<file path="src/rtl/prime_pkg.sv">
// prime_pkg: shared defaults, FSM encoding and log2 helper for the prime dispatch controller
package prime_pkg;
    localparam int DEFAULT_WIDTH = 32;
    localparam int DEFAULT_NUM_TESTERS = 4;
    localparam int DEFAULT_SAVE_CYCLES = 4;
    typedef enum logic [2:0] {
        IDLE  = 3'd0,
        SPLIT = 3'd1,
        START = 3'd2,
        WAIT  = 3'd3,
        SAVE  = 3'd4
    } state_t;
    function automatic int log2(input int v);
        int r;
        r = 0;
        for (int i = 0; i < 31; i++) r = ((1 << i) < v) ? i + 1 : r;
        return r;
    endfunction
endpackage

</file>
<file path="src/rtl/prime_range_split.sv">
// prime_range_split: splits divisors 2..floor(n/2) into NUM_TESTERS contiguous half-open slices
module prime_range_split import prime_pkg::*; #(
    parameter int WIDTH = DEFAULT_WIDTH,
    parameter int NUM_TESTERS = DEFAULT_NUM_TESTERS
) (
    input  logic [WIDTH-1:0]             i_n,
    output logic [NUM_TESTERS*WIDTH-1:0] o_start_val,
    output logic [NUM_TESTERS*WIDTH-1:0] o_end_val,
    output logic [NUM_TESTERS-1:0]       o_en
);
    localparam int L = log2(NUM_TESTERS);
    logic [WIDTH-1:0] w_h;
    logic [WIDTH-1:0] w_b [NUM_TESTERS+1];
    assign w_h = i_n >> 1;
    assign w_b[0] = WIDTH'(2);
    assign w_b[NUM_TESTERS] = w_h + WIDTH'(1);
    // widened product keeps h*k exact before the divide by NUM_TESTERS
    for (genvar k = 1; k < NUM_TESTERS; k++) begin : g_b
        logic [WIDTH-1:0] w_q;
        assign w_q = WIDTH'(((WIDTH+L)'(w_h) * (WIDTH+L)'(k)) >> L);
        assign w_b[k] = (w_q < WIDTH'(2)) ? WIDTH'(2) : w_q;
    end
    for (genvar k = 0; k < NUM_TESTERS; k++) begin : g_o
        assign o_start_val[k*WIDTH +: WIDTH] = w_b[k];
        assign o_end_val[k*WIDTH +: WIDTH] = w_b[k+1];
        assign o_en[k] = w_b[k+1] > w_b[k];
    end
endmodule

</file>
<file path="src/rtl/prime_dispatch_ctrl.sv">
// prime_dispatch_ctrl: dispatches one candidate to a tester bank, merges verdicts, saves primes
module prime_dispatch_ctrl import prime_pkg::*; #(
    parameter int NUM_TESTERS = DEFAULT_NUM_TESTERS,
    parameter int WIDTH = DEFAULT_WIDTH,
    parameter int SAVE_CYCLES = DEFAULT_SAVE_CYCLES
) (
    input  logic                         clk,
    input  logic                         rst,
    input  logic                         cand_valid,
    input  logic [WIDTH-1:0]             cand_data,
    output logic                         cand_ready,
    output logic [WIDTH-1:0]             tester_dividend,
    output logic                         tester_start,
    output logic [NUM_TESTERS-1:0]       tester_en,
    output logic [NUM_TESTERS*WIDTH-1:0] tester_start_val,
    output logic [NUM_TESTERS*WIDTH-1:0] tester_end_val,
    input  logic [NUM_TESTERS-1:0]       tester_done,
    input  logic [NUM_TESTERS-1:0]       tester_is_prime,
    output logic                         save,
    output logic [WIDTH-1:0]             data_out,
    output logic                         result_valid,
    output logic                         result_prime,
    output logic [WIDTH-1:0]             prime_count,
    output logic                         busy
);
    localparam int CW = log2(SAVE_CYCLES + 1);
    state_t r_state, w_next;
    logic [WIDTH-1:0] r_n, r_data_out, r_count;
    logic [NUM_TESTERS*WIDTH-1:0] r_start_val, r_end_val, w_start_val, w_end_val;
    logic [NUM_TESTERS-1:0] r_en, w_en;
    logic [CW-1:0] r_cnt;
    logic r_result_valid, r_result_prime;
    logic w_all_done, w_verdict, w_small, w_decide, w_prime, w_enter_save;

    prime_range_split #(.WIDTH(WIDTH), .NUM_TESTERS(NUM_TESTERS)) u_split (
        .i_n(r_n),
        .o_start_val(w_start_val),
        .o_end_val(w_end_val),
        .o_en(w_en)
    );

    assign w_all_done = &(tester_done | ~r_en);
    assign w_verdict = &(tester_is_prime | ~r_en);
    assign w_small = r_n < WIDTH'(2);
    assign w_decide = (r_state == SPLIT && (w_small || w_en == '0)) || (r_state == WAIT && w_all_done);
    assign w_prime = (r_state == SPLIT) ? !w_small : w_verdict;
    assign w_enter_save = (w_next == SAVE) && (r_state != SAVE);

    always_ff @(posedge clk) begin
        if (rst) r_state <= IDLE;
        else r_state <= w_next;
    end

    // first SAVE cycle carries result_valid; the following SAVE_CYCLES cycles strobe save
    always_comb begin
        w_next = r_state;
        case (r_state)
            IDLE:    w_next = cand_valid ? SPLIT : IDLE;
            SPLIT:   w_next = w_small ? IDLE : (w_en == '0) ? SAVE : START;
            START:   w_next = WAIT;
            WAIT:    w_next = !w_all_done ? WAIT : w_verdict ? SAVE : IDLE;
            SAVE:    w_next = (r_cnt == CW'(SAVE_CYCLES)) ? IDLE : SAVE;
            default: w_next = IDLE;
        endcase
    end

    always_ff @(posedge clk) begin
        if (rst) begin
            r_n <= '0;
            r_start_val <= '0;
            r_end_val <= '0;
            r_en <= '0;
            r_data_out <= '0;
            r_count <= '0;
            r_cnt <= '0;
            r_result_valid <= 1'b0;
            r_result_prime <= 1'b0;
        end else begin
            if (r_state == IDLE && cand_valid) r_n <= cand_data;
            if (r_state == SPLIT) begin
                r_start_val <= w_start_val;
                r_end_val <= w_end_val;
                r_en <= w_en;
            end
            if (w_enter_save) begin
                r_data_out <= r_n;
                r_count <= r_count + WIDTH'(1);
            end
            r_cnt <= (r_state == SAVE) ? r_cnt + CW'(1) : '0;
            r_result_valid <= w_decide;
            r_result_prime <= w_decide ? w_prime : r_result_prime;
        end
    end

    assign cand_ready = r_state == IDLE;
    assign busy = ~cand_ready;
    assign tester_dividend = r_n;
    assign tester_start = r_state == START;
    assign tester_en = r_en;
    assign tester_start_val = r_start_val;
    assign tester_end_val = r_end_val;
    assign save = (r_state == SAVE) && (r_cnt != '0);
    assign data_out = r_data_out;
    assign result_valid = r_result_valid;
    assign result_prime = r_result_prime;
    assign prime_count = r_count;
endmodule

</file>
<file path="config.mk">
export PLATFORM = sky130hd
export DESIGN_NAME = prime_dispatch_ctrl
export DESIGN_NICKNAME = d
export VERILOG_FILES = /design/src/rtl/prime_pkg.sv /design/src/rtl/prime_range_split.sv /design/src/rtl/prime_dispatch_ctrl.sv
export SDC_FILE = /design/constraint.sdc
export NUM_CORES = 1
export LEC_CHECK = 0
export BUFFER_PORTS_ARGS = -buffer_cell sky130_fd_sc_hd__buf_2
export CAP_MARGIN = 20
export CORE_UTILIZATION = 56
export DETAILED_ROUTE_END_ITERATION = 10
export PLACE_DENSITY_LB_ADDON = 0.1
export SYNTH_ARGS = -nofsm -noshare
export SYNTH_HDL_FRONTEND = slang
export SYNTH_SLANG_ARGS = --single-unit
</file>
<file path="constraint.sdc">
create_clock -name clk -period 9.41 [get_ports clk]
set_input_delay 1.882 -clock clk [delete_from_list [all_inputs] [get_ports clk]]
set_output_delay 1.882 -clock clk [all_outputs]
set_load 0.03 [all_outputs]
</file>
; ---- After elaboration in Yosys (flattened, before gate mapping)
; Index checks and enable logic that the tools add are counted.
[totals]
regBits = 333
latch_bits = 0
rom_bits = 0
word_cells = 59
ram_bits = 0
mem_count = 0
[classes]
shifts = 0
n_mul = 1
muxes = 11
n_div = 0
add_sub_neg = 3
order_cmp = 8
bitwise_logic = 5
n_eq_ne = 7
reduce_logical = 14
[op_table]
columns = cell, n
row1 = "less-than comparator 32 x 2 -> 1 bit, second input constant", 2
row2 = "multiplier 31 x 2 -> 33 bit, second input constant", 1
row3 = "adder 31 x 1 -> 32 bit, second input constant", 1
row4 = "adder 32 x 1 -> 32 bit, second input constant", 1
row5 = greater-than comparator 30 x 32 -> 1 bit, 1
row6 = "greater-than comparator 32 x 2 -> 1 bit, second input constant", 1
row7 = greater-than comparator 32 x 30 -> 1 bit, 1
row8 = greater-than comparator 32 bit, 1
row9 = two-way mux 32 bit, 1
row10 = "less-than comparator 30 x 2 -> 1 bit, second input constant", 1
row11 = two-way mux 30 bit, 1
row12 = "less-than comparator 29 x 2 -> 1 bit, second input constant", 1
row13 = two-way mux 29 bit, 1
row14 = two-way mux 3 bit, 5
row15 = one-hot mux 3 bit (5 select lines), 1
row16 = "equality test 3 bit, second input constant", 3
row17 = OR 4 bit, 2
row18 = AND reduction 4 bit, 2
row19 = "equality test 3 x 2 -> 1 bit, second input constant", 2
row20 = logical AND 1 bit, 5
row21 = zero test 4 bit, 1
row22 = NOT 4 bit, 1
row23 = "adder 3 x 1 -> 3 bit, second input constant", 1
row24 = "equality test 3 x 1 -> 1 bit, second input constant", 1
row25 = other kinds (8), 11

; ---- Longest topological paths before layout
[depth]
word_depth = 10
mapped_depth = 25
depth_no_buf = 22

; ---- By module
; From an unflattened synthesis, not the netlist that was laid out.
[unflattened]
cells_unflattened = 2659
area_unflattened_um2 = 19936.6
[by_module_without_submodules]
columns = module, area_each_um2, instances, cells_each, seq_area_each_um2
row1 = prime_dispatch_ctrl, 13407.9, 1, 1693, 7287.0
row2 = prime_range_split, 6528.8, 1, 966, 0.0

; ---- Worst setup path after synthesis
; OpenSTA, ideal clock, no wires.
[synth_path]
path_kind = register to register
startpoint = reg r_n[6] (netlist: tester_dividend[6])
endpoint = reg r_count[11] (netlist: prime_count[11])
stages_incl_launch_ff = 25
setup_slack_ns = 3.579
required_time_ns = 9.287
n_path_buf = 3
arrival_time_ns = 5.707
cell_sequence = dfxtp_1 -> clkbuf_1 -> inv_1 -> ha_1 -> buf_2 -> nand2_2 -> a2111oi_4 -> a221oi_4 -> o41ai_4 -> mux2i_1 -> nand4_1 -> a2111oi_0 -> nand4_2 -> and2_1 -> ha_1 -> nor2b_1 -> o211ai_1 -> a21oi_1 -> o21ai_0 -> a31oi_1 -> o21ai_0 -> nand4_2 -> buf_4 -> a21oi_1 -> mux2_1
[synth_between]
elab_chain_cells = 10
word_cells_on_any_way = 19
classes_between = 1 x add/sub / 1 x mul / 8 x order compare / 1 x eq/ne / 6 x mux / 2 x reduce/logical
[synth_rtl]
columns = element, line_no
row1 = "start, declared", prime_dispatch_ctrl.sv:28  ; logic [WIDTH-1:0] r_n, r_data_out, r_count;
row2 = "start signal, assigned", prime_dispatch_ctrl.sv:79  ; if (r_state == IDLE && cand_valid) r_n <= cand_data;
row3 = multiplier 31 x 2 -> 33 bit, prime_range_split.sv:20  ; assign w_q = WIDTH'(((WIDTH+L)'(w_h) * (WIDTH+L)'(k)) >> L);
row4 = less-than comparator 32 x 2 -> 1 bit, prime_range_split.sv:21  ; assign w_b[k] = (w_q < WIDTH'(2)) ? WIDTH'(2) : w_q;
row5 = two-way mux 32 bit, prime_range_split.sv:21
row6 = greater-than comparator 32 x 30 -> 1 bit / greater-than comparator 32 bit (equally long branches), prime_range_split.sv:26  ; assign o_en[k] = w_b[k+1] > w_b[k];
row7 = zero test 4 bit, prime_dispatch_ctrl.sv:59  ; SPLIT: w_next = w_small ? IDLE : (w_en == '0) ? SAVE : START;
row8 = two-way mux 3 bit, prime_dispatch_ctrl.sv:59
row9 = two-way mux 3 bit *, prime_dispatch_ctrl.sv:59
row10 = one-hot mux 3 bit (5 select lines) *, prime_dispatch_ctrl.sv:57  ; case (r_state)
row11 = equality test 3 bit *, prime_dispatch_ctrl.sv:47  ; assign w_enter_save = (w_next == SAVE) && (r_state != SAVE);
row12 = logical AND 1 bit *, prime_dispatch_ctrl.sv:47
row13 = "end signal, assigned", prime_dispatch_ctrl.sv:87  ; r_count <= r_count + WIDTH'(1);
row14 = "end, declared", prime_dispatch_ctrl.sv:28
; Mark *: on every way between the ends. The rest lies on a longest branch, timed or not.
; A chain may end at the register's enable or synchronous reset.

; ---- Final worst setup path
[layout_path]
startpoint = reg r_n[12] (netlist: tester_dividend[12])
endpoint = reg r_count[18] (netlist: prime_count[18])
; Same word-level chain as after synthesis.

==> key figures <==
Hold path
  – Worst hold start: tester_end_val[127]
  – Hold Crit Endpoint: tester_end_val[127]
  – WHS Path Cells: 2
  – Worst hold path class: flip-flop to flip-flop

STA
  – RSZ-0062 raised after global routing: false
  – Worst Max-Slew Pin Slew: 1120 ps
  – Post-route minimum period: 7070 ps
  – Final Hold Fails: 0
  – Post-route setup slack: 2340 ps
  – Final worst-path cycle share: 75.1%
  – Max Slew Vio Count: 0
  – Final-report setup violation count: 0
  – Max Fclk: 142 MHz
  – Slew HR: 25.5%
  – Setup tns final: 0 ps
  – Worst clock skew: 8.41 ps

GRT
  – Global-route wire length before repair: 79.6 mm
  – Vias in the first global route: 14,400
  – Grt ovf: 0
  – Initial antenna violation count: 0
  – Tot GR Track Use: 35.3%
  – Largest net degree at the start of global routing: 164

Layout
  – Fin nets: 2,465
  – P&R area growth vs syn: 12.9%
  – Ant diodes: 0
  – Layout Utilization: 65.1%
  – Share of cells above drive strength 1: 20.1%
  – Post-route design area: 17,700 sq um

Worst setup path
  – CP max-delay cell: dfxtp_1
  – CP max FO: 54
  – CP required: 9840 ps
  – Worst R2R Setup Slack: 2340 ps
  – Worst path bufs/invs: 2
  – Capturing point of the worst reg2reg path: prime_count[18]
  – FF-to-FF Start: tester_dividend[12]
  – Critical path endpoint category: flip-flop
  – Crit path launch type: flip-flop
  – Critical Path AT: 7490 ps
  – Crit path kind: flip-flop to flip-flop
  – Crit-path cells: inv_1, ha_1, nand4_1, a2111oi_4, a221oi_4, o41ai_4, mux2i_1, nand4_1, a2111oi_0, nand4_2, and2_1, ha_1, nor2b_1, o211ai_1, a21oi_1, o21ai_0, a31oi_1, o21ai_0, nand4_2, buf_4, a211oi_1, mux2_2
  – CP Depth: 22
  – Crit-path leading delay family: compound AO/OA/AOI/OAI gates
  – Cells on worst reg2reg path: 22
  – CP max stage delay: 720 ps

Drt
  – Routed via count: 15,600
  – Final ANT Viol Nets: 0
  – Drt first-iter violations: 1,299
  – Router iterations before antenna repair: 6
  – WL/cell: 19.6 um
  – Residual DRC: 0
  – Via-to-Cell Ratio: 5.86
  – Routed Wire Length: 52.3 mm

Clock tree
  – Post-cts resize count: 0
  – Worst-Skew Late Latency: 540 ps
  – CTS Hold Bufs: 0
  – Clock slew at the register clock pins of the worst setup and hold paths: 70 ps
  – CTS H-tree depth: 1
  – Cts bufs inserted: 25
  – Clock sinks: 231
  – Clk root buf: clkbuf_16
  – CTS tree: yes
  – Clk buf depth: 3
  – Postcts setup bufs: 0

Run
  – Max-Cap Viols: 0

Yosys
  – Sequential area share after synthesis: 29.5%
  – Synth warn: 0
  – Yosys reg bits: 231
  – Yosys top cell area share: 29.5%
  – Most frequent cells after synthesis: nand2_1 (349), a21oi_1 (244), dfxtp_1 (231), nor2_1 (157), ha_1 (145)
  – Count leader, synth: nand2_1
  – Synthesized netlist cell count: 2,094
  – Mean area per synthesized cell: 7.48 sq um
  – Mapped Area: 15,700 sq um
  – Leading area contributor after synthesis: dfxtp_1
  – EDFF count, synth: 0
  – Netlist cell types: 85
  – Ys async rst share: 0%
  – Synth top area cells: dfxtp_1 (30%), ha_1 (12%), nand2_1 (8.4%)
  – Ys flop type: dfxtp_1

Placed design
  – DP Wirelength: 39.0 mm
  – RD Place Congestion: 0.972
  – PortBufs: 361
  – Dpl cell area: 16,700 sq um
  – Place WS: 2430 ps

Run status
  – Status: finished clean

Die
  – Die H: 169 um
  – Core area: 27,200 sq um
  – IO Count: 405
  – Cell row count: 60
  – Total Die Area: 28,700 sq um
  – Chip width: 169 um
  – Starting density of the core: 57.7%

Power
  – Worst-case vdd ir drop: 0.186 mV
  – Tot Pwr: 0.00517 W
  – PwrDens: 292 nW/um^2
  – Leakage power: 8.40 nW
==> final cells by class <==
class	instances	area, sq um
Clock buffer	31	708
Sequential cell	231	4620
Timing Repair Buffer	373	1910
Multi-Input combinational cell	1534	9290
Fill cell	2475	9480
Tap cell	372	465
Clock inverter	15	293
Inverter	111	417
==> flip-flops by register name (all words and copies together), names as in the netlist <==
name / cells
r_state: 3
tester_start_val: 1
tester_dividend: 32
result_prime: 1
data_out: 32
r_cnt: 3
tester_en: 4
result_valid: 1
prime_count: 32
tester_end_val: 122
==> routing by layer <==
layer / vias to the layer above / routed length (um) / track usage (%)
li1: 7376 / - / -
met1: 7409 / 22500 / 46.2
met2: 742 / 23600 / 57.1
met3: 102 / 4640 / 8.42
met4: 0 / 1660 / 11.6
met5: - / 0 / 0
==> stage by stage <==
step	hold slack, ps	cells
after floorplan	431	2136
after global placement	441	2621
after detailed placement	449	2621
after CTS	458	2667
after global routing	482	2667
final	455	2667
==> worst reg2reg max path, delay by kind of cell (launching register included) <==
kind,cells,cell delay (ps)
DFF,1,720
and+or+nand+nor,6,1150
buffers and inverters,2,560
AOI/OAI and AO/OA,10,3050
muxes,2,670
adders and majority gates,2,790
==> where the power goes <==
part | switching (W) | total, W | internal (W) | leakage [nW]
registers | 0.000201 | 0.00132 | 0.00112 | 1.87
logic | 0.00184 | 0.00266 | 0.000821 | 6.04
clock network | 0.000430 | 0.00119 | 0.000756 | 0.490
total | 0.00247 | 0.00517 | 0.00270 | 8.40
==> cell usage in the layout, fill, tap and decap left out, types with 39 or more instances in the layout <==
cell,n
ha_1,145
buf_2,360
nand3_1,90
nor3_1,46
inv_1,111
nor2b_1,39
dfxtp_1,231
conb_1,43
nand2_1,349
nor2_1,157
a21oi_1,244
o21ai_0,68
==> worst max path at each step <==
| stage | endpoint | startpoint |
|---|---|---|
| final | prime_count[18] | tester_dividend[12] |
| after global routing | prime_count[15] | tester_dividend[12] |
| after CTS | prime_count[21] | tester_dividend[12] |
| after global placement | prime_count[15] | tester_dividend[12] |
| after detailed placement | prime_count[21] | tester_dividend[12] |
| after floorplan | prime_count[11] | tester_dividend[6] |
==> cell families (layout without fill, tap and decap cells) <==
family / count (synthesis) / count (layout) / synth area share, %
mux: 31 / 31 / 2.22
simple gates: 806 / 806 / 23.5
compound gates: 459 / 459 / 17.9
flops: 231 / 231 / 29.5
other cells: 1 / 43 / 0.0239
xor+xnor: 49 / 49 / 2.79
fa+ha+maj: 146 / 146 / 11.7
buf+inv: 371 / 530 / 12.4
Note: power is estimated with default switching activity, not from simulation.
